## config.mk

```make
export PLATFORM = sky130hd
export DESIGN_NAME = keypad_fifo_flat
export DESIGN_NICKNAME = d
export VERILOG_FILES = /design/src/rtl/keypad_fifo_if.sv /design/src/rtl/keypad_fifo.sv /design/src/flat_wrapper.sv
export SDC_FILE = /design/constraint.sdc
export NUM_CORES = 1
export LEC_CHECK = 0
export ABC_AREA = 0
export CORE_MARGIN = 2
export CORE_UTILIZATION = 41
export CTS_BUF_LIST = sky130_fd_sc_hd__clkbuf_2
export DETAILED_ROUTE_END_ITERATION = 7
export PLACE_DENSITY = 0.6
export SYNTH_ARGS = -nofsm -noshare
export SYNTH_HDL_FRONTEND = slang
export SYNTH_SLANG_ARGS = --single-unit
```

## constraint.sdc

```tcl
create_clock -name clk -period 3.1 [get_ports clk]
set_input_delay 0.62 -clock clk [delete_from_list [all_inputs] [get_ports clk]]
set_output_delay 0.62 -clock clk [all_outputs]
set_load 0.02 [all_outputs]
```

## src/rtl/keypad_fifo_if.sv

```systemverilog
// keypad_fifo_if: bundles the scanner, control and consumer signals of
// keypad_fifo.
//   master : scanner/consumer side (drives code, strobe, clear, key_ready)
//   slave  : keypad_fifo side (drives key_out, key_valid, level, overflow)
// CODE_W and DEPTH must match the keypad_fifo instance that uses it.
interface keypad_fifo_if #(
  parameter int CODE_W = 4,
  parameter int DEPTH  = 4
);
  logic [CODE_W-1:0]          keypad_input;
  logic                       keypad_input_enable;
  logic                       clear;
  logic [CODE_W-1:0]          key_out;
  logic                       key_valid;
  logic                       key_ready;
  logic [$clog2(DEPTH+1)-1:0] level;
  logic                       overflow;

  modport master (
    output keypad_input, keypad_input_enable, clear, key_ready,
    input  key_out, key_valid, level, overflow
  );

  modport slave (
    input  keypad_input, keypad_input_enable, clear, key_ready,
    output key_out, key_valid, level, overflow
  );
endinterface

```

## src/rtl/keypad_fifo.sv

```systemverilog
// keypad_fifo: synchronises and debounces the keypad scanner strobe, drops
// zero codes and buffers accepted codes in a DEPTH-entry FIFO presented on a
// valid/ready handshake. A sticky overflow flag records codes dropped on full.
//
// Ports:
//   clk      : system clock, rising edge
//   reset_n  : asynchronous active-low reset
//   bus      : keypad_fifo_if.slave (keypad_input, keypad_input_enable, clear,
//              key_ready in; key_out, key_valid, level, overflow out)
//
// Optional build macro: KEYPAD_DUP_FILTER_EN discards a non-zero accepted
// code equal to the previous non-zero accepted code.
module keypad_fifo #(
  parameter int CODE_W       = 4,
  parameter int DEPTH        = 4,
  parameter int DEBOUNCE_CYC = 3
) (
  input logic          clk,
  input logic          reset_n,
  keypad_fifo_if.slave bus
);

  localparam int PTR_W = $clog2(DEPTH);
  localparam int LVL_W = $clog2(DEPTH + 1);
  localparam int CNT_W = (DEBOUNCE_CYC > 1) ? $clog2(DEBOUNCE_CYC) : 1;

  localparam logic [LVL_W-1:0] FULL_LVL = LVL_W'(DEPTH);
  localparam logic [CNT_W-1:0] CNT_LAST = CNT_W'(DEBOUNCE_CYC - 1);

  typedef enum logic {ARMED, WAIT_LOW} det_state_e;

  // Strobe synchroniser and debounce detector
  logic             en_meta_q, en_s_q;
  det_state_e       state_q;
  logic [CNT_W-1:0] cnt_q;
  logic             accept;

  always_ff @(posedge clk or negedge reset_n) begin
    if (!reset_n) begin
      en_meta_q <= 1'b0;
      en_s_q    <= 1'b0;
      state_q   <= ARMED;
      cnt_q     <= '0;
    end else begin
      en_meta_q <= bus.keypad_input_enable;
      en_s_q    <= en_meta_q;
      case (state_q)
        ARMED: begin
          if (!en_s_q) begin
            cnt_q <= '0;
          end else if (cnt_q == CNT_LAST) begin
            cnt_q   <= '0;
            state_q <= WAIT_LOW;
          end else begin
            cnt_q <= cnt_q + 1'b1;
          end
        end
        WAIT_LOW: if (!en_s_q) state_q <= ARMED;
        default:  state_q <= ARMED;
      endcase
    end
  end

  // The accept event coincides with the edge that moves ARMED -> WAIT_LOW,
  // so keypad_input is sampled into the FIFO on that same edge.
  assign accept = (state_q == ARMED) && en_s_q && (cnt_q == CNT_LAST);

  // FIFO storage and bookkeeping
  logic [CODE_W-1:0] mem_q [DEPTH];
  logic [PTR_W-1:0]  wr_ptr_q, wr_ptr_d, rd_ptr_q, rd_ptr_d, rd_next;
  logic [LVL_W-1:0]  level_q, level_d;
  logic [CODE_W-1:0] key_out_q, key_out_d;
  logic              overflow_q, overflow_d;
  logic              nz_accept, push_req, pop, full, do_push;

  assign nz_accept = accept && (bus.keypad_input != '0);

`ifdef KEYPAD_DUP_FILTER_EN
  logic [CODE_W-1:0] last_q, last_d;

  assign push_req = nz_accept && (bus.keypad_input != last_q);

  always_comb begin
    last_d = last_q;
    if (bus.clear)      last_d = '0;
    else if (nz_accept) last_d = bus.keypad_input;
  end

  always_ff @(posedge clk or negedge reset_n) begin
    if (!reset_n) last_q <= '0;
    else          last_q <= last_d;
  end
`else
  assign push_req = nz_accept;
`endif

  assign pop     = (level_q != '0) && bus.key_ready;
  assign full    = (level_q == FULL_LVL);
  assign do_push = push_req && (!full || pop);
  assign rd_next = rd_ptr_q + 1'b1;

  always_comb begin
    wr_ptr_d   = wr_ptr_q;
    rd_ptr_d   = rd_ptr_q;
    level_d    = level_q;
    overflow_d = overflow_q;
    key_out_d  = key_out_q;
    if (bus.clear) begin
      wr_ptr_d   = '0;
      rd_ptr_d   = '0;
      level_d    = '0;
      overflow_d = 1'b0;
      key_out_d  = '0;
    end else begin
      if (do_push) wr_ptr_d = wr_ptr_q + 1'b1;
      if (pop)     rd_ptr_d = rd_next;
      case ({do_push, pop})
        2'b10:   level_d = level_q + 1'b1;
        2'b01:   level_d = level_q - 1'b1;
        default: level_d = level_q;
      endcase
      if (push_req && !do_push) overflow_d = 1'b1;
      // Registered head: the incoming code becomes the head when the FIFO is
      // (or becomes) otherwise empty; a pop exposes the entry behind the head.
      if (level_d == '0)
        key_out_d = '0;
      else if (do_push && ((level_q == '0) || (pop && (level_q == LVL_W'(1)))))
        key_out_d = bus.keypad_input;
      else if (pop)
        key_out_d = mem_q[rd_next];
    end
  end

  always_ff @(posedge clk or negedge reset_n) begin
    if (!reset_n) begin
      for (int unsigned i = 0; i < DEPTH; i++) mem_q[i] <= '0;
      wr_ptr_q   <= '0;
      rd_ptr_q   <= '0;
      level_q    <= '0;
      overflow_q <= 1'b0;
      key_out_q  <= '0;
    end else begin
      if (!bus.clear && do_push) mem_q[wr_ptr_q] <= bus.keypad_input;
      wr_ptr_q   <= wr_ptr_d;
      rd_ptr_q   <= rd_ptr_d;
      level_q    <= level_d;
      overflow_q <= overflow_d;
      key_out_q  <= key_out_d;
    end
  end

  assign bus.key_out   = key_out_q;
  assign bus.key_valid = (level_q != '0);
  assign bus.level     = level_q;
  assign bus.overflow  = overflow_q;

endmodule

```

## src/flat_wrapper.sv

```systemverilog
// flat-port wrapper written by rule: the top's interface ports become plain ports
module keypad_fifo_flat 
#(
  parameter int CODE_W       = 4,
  parameter int DEPTH        = 4,
  parameter int DEBOUNCE_CYC = 3
)
  (clk, reset_n, bus_keypad_input, bus_keypad_input_enable, bus_clear, bus_key_ready, bus_key_out, bus_key_valid, bus_level, bus_overflow);
  keypad_fifo_if #(.CODE_W(CODE_W), .DEPTH(DEPTH)) bus_i ();
  input logic clk;
  input logic reset_n;
  input wire logic [$bits(bus_i.keypad_input)-1:0] bus_keypad_input;
  input wire logic [$bits(bus_i.keypad_input_enable)-1:0] bus_keypad_input_enable;
  input wire logic [$bits(bus_i.clear)-1:0] bus_clear;
  input wire logic [$bits(bus_i.key_ready)-1:0] bus_key_ready;
  output wire logic [$bits(bus_i.key_out)-1:0] bus_key_out;
  output wire logic [$bits(bus_i.key_valid)-1:0] bus_key_valid;
  output wire logic [$bits(bus_i.level)-1:0] bus_level;
  output wire logic [$bits(bus_i.overflow)-1:0] bus_overflow;
  assign bus_i.keypad_input = bus_keypad_input;
  assign bus_i.keypad_input_enable = bus_keypad_input_enable;
  assign bus_i.clear = bus_clear;
  assign bus_i.key_ready = bus_key_ready;
  assign bus_key_out = bus_i.key_out;
  assign bus_key_valid = bus_i.key_valid;
  assign bus_level = bus_i.level;
  assign bus_overflow = bus_i.overflow;
  keypad_fifo #(.CODE_W(CODE_W), .DEPTH(DEPTH), .DEBOUNCE_CYC(DEBOUNCE_CYC)) u_core (.clk(clk), .reset_n(reset_n), .bus(bus_i));
endmodule
```

==> metrics.md <==
| Metric | Value |
|---|---|
| Floorplan row count | `23` |
| Avg Inst Size Synth | `12.0 sq um` |
| Synth Warn # | `0` |
| Via density | `between 5 and 6` |
| CP Max Fanout | `7` |
| Die X | `around 68 microns` |
| Slew headroom | `between 60% and 70%` |
| Hold_buf cts | `0` |
| Post-synthesis cell type count | `36` |
| Initial antenna violation count | `0` |
| Final nets | `roughly 190` |
| Longest Clk Path Bufs | `2` |
| Final WL | `3390 microns` |
| Drt first-iter violations | `37` |
| Crit end category | `flop` |
| Clock Skews | `14.2 ps` |
| Critical path class | `flop to flop` |
| Vias | `approximately 1200` |
| Die area | `between 4000 and 5000 sq um` |
| Seq/Total Area, Yosys | `between 40% and 50%` |
| Synth cell count leaders | `dfrtp_1, mux2_2, nand2_1, nor2_1, ha_1` |
| Tot GR Track Use | `approximately 17%` |
| Post-Syn Instances | `around 140` |
| Ys async rst share | `100%` |
| Top cells by area, synth | `dfrtp_1, mux2_2, ha_1, mux4_2, nand2_1` |
| Largest net degree at the start of global routing | `34` |
| Top-count cell post-synth | `dfrtp_1` |
| CTS tree | `done` |
| RSZ-0062 raised after global routing | `false` |
| Antenna-violating nets left | `0` |
| Post-synth EDFFs | `0` |
| Worst skew pair latency | `between 300 and 400 ps` |
| Worst Path Required | `between 3000 and 4000 ps` |
| DRC | `0` |
| Register bit total from synthesis | `33` |
| CTS root buf | `clkbuf_2` |
| N_diodes | `0` |
| Starting Density | `a little over two fifths` |
| RD Place Congestion | `0.820` |
| Postcts setup bufs | `0` |
| Slew Viols, Final | `0` |
| Htree depth | `2` |
| Peak VDD IR | `0.000347 V` |
| Core Area | `~4000 sq um` |
| Pwr dens | `just under 500 nW/um^2` |
| Worst-margin pin slew | `roughly 520 ps` |
| Worst-path clk slew | `approximately 170 ps` |
| Vias in the first global route | `1194` |
| CTS resizes | `0` |
| Area grow syn2layout | `19.0%` |
| CTS buffer count | `5` |
| Min-Delay Path Class | `flop to flop` |
| # IOs | `18` |
| Post-synth top area share | `between 40 and 50%` |
| Ys flop type | `dfrtp_1` |
| Post-DP HPWL | `2560 microns` |
| Share of cells above drive strength 1 | `between 20% and 30%` |
| Synthesized Nets | `160` |
| First-pass GRT wire length | `5670 microns` |
| Leakage | `~0.0009 uW` |
| Final Critical Period | `~2800 ps` |
| Initial DRT Pass Iterations | `4` |
| Final TNS setup | `0 ps` |
| Clk sink count | `33` |
| Fill count | `approximately 360` |
| Fmax | `between 0.3 and 0.4 GHz` |
| Worst hold slack | `374 ps` |
| Die height | `68.3 microns` |
| Status | `complete, no violations` |
| Max Cap Viol | `0` |
| Post-Syn Area | `around 1700 sq um` |
| GRT overflow | `0` |
| Hold Fails Final Rpt | `0` |
| Critical Path AT | `~3100 ps` |
| Cell accounting for the most synthesized area | `dfrtp_1` |
| Setup violations, final | `0` |
| CP Launch Type | `flop` |
| Wire length per cell | `15.4 microns` |
| PortBufs | `17` |
| Final period utilization | `90.1%` |
## final cells by class
class | instances | area (sq um) | share of cell area [%]
timing repair buffer | 27 | 245 | 12.2
tap | 50 | 62.6 | 3.10
sequential | 33 | 826 | 40.9
clock inverter | 1 | 7.51 | 0.372
multi-input combinational | 95 | 815 | 40.4
inverter | 7 | 26.3 | 1.30
clock buffer | 7 | 35.0 | 1.74
## cells in the final DEF, fill, tap and decap left out, drive strengths merged
cell	instances
nand4bb	1
a22o	1
a211oi	2
nor2b	2
o31ai	1
dfrtp	33
and3b	1
a22oi	2
a211o	1
a311oi	4
clkbuf	7
o211ai	1
nand2b	5
mux2i	2
ha	10
xnor2	1
xor2	2
mux4	4
a41oi	1
clkdlybuf4s50	17
nor2	11
nor4	2
buf	10
nor4bb	1
or3	1
nand3	5
o21a	1
and2	1
o21bai	1
nand2	11
or4	1
clkinvlp	1
inv	7
a21oi	3
mux2	16
## worst paths after layout
kind | start | end | slack, ps | cells after the start
hold / removal | u_core.en_meta_q | u_core.en_s_q | 370 | 0
min in group asynchronous | reset_n | u_core.mem_q[3] | 630 | 2
max in group asynchronous | reset_n | u_core.bus.level[0] | 2160 | 2
setup / recovery | u_core.bus.level[0] | u_core.bus.key_out[2] | 310 | 10
setup reg to reg | u_core.bus.level[0] | u_core.bus.key_out[2] | 310 | 10
hold reg to reg | u_core.en_meta_q | u_core.en_s_q | 370 | 0
## logic make-up (layout without fill, tap and decap cells)
family / after synthesis / in the layout / share of synthesized area, %
simple gates: 42 / 42 / 13.9
mux: 22 / 22 / 17.1
flops: 33 / 33 / 48.7
fa+ha+maj: 10 / 10 / 7.38
xor+xnor: 3 / 3 / 1.55
buf+inv: 13 / 42 / 3.25
compound gates: 18 / 18 / 8.04
## routing by layer
metal / vias up / GRT usage [%] / part of all wire (%)
li1: 558 / - / -
met1: 587 / 21.8 / 47
met2: 20 / 27.7 / 49
met3: 4 / 3.95 / 2.6
met4: 0 / 7.50 / 1.6
met5: - / 0 / 0
## state kept, by name, summed over array words and instances (netlist names)
register	count
u_core.bus.key_out	4
u_core.bus.level	3
u_core.bus.overflow	1
u_core.cnt_q	2
u_core.en_meta_q	1
u_core.en_s_q	1
u_core.mem_q	16
u_core.rd_ptr_q	2
u_core.state_q	1
u_core.wr_ptr_q	2
## critical path: stages, from the launching register on
cell,delay [ps]
dfrtp_1,490
inv_1,130
ha_1,250
and3b_1,220
or3_1,400
inv_1,70
ha_1,280
nor4bb_1,340
a211oi_1,90
a22oi_1,330
a311oi_1,100
## per-stage QoR
stage / total power [uW] / util (%) / instance area [sq um] / std cells / worst slack, ps
detailed placement: 781 / 49.4 / 1970 / 212 / 1.04
CTS: 983 / 50.4 / 2020 / 220 / 312
floorplan: 690 / - / 1700 / 141 / 375
global placement: 768 / 49.4 / 1970 / 212 / 90.2
finish: 974 / 50.4 / 2020 / 220 / 308
global route: 1040 / 50.4 / 2020 / 220 / 153
## power by group
part	leakage, uW	total [uW]	switching (uW)	internal (uW)
Combinational	0.000438	246	120	126
Sequential	0.000448	525	43.4	482
Clock	0.0000292	203	140	62.6
Total	0.000915	974	304	671
Note: power is estimated with default switching activity, not from simulation.
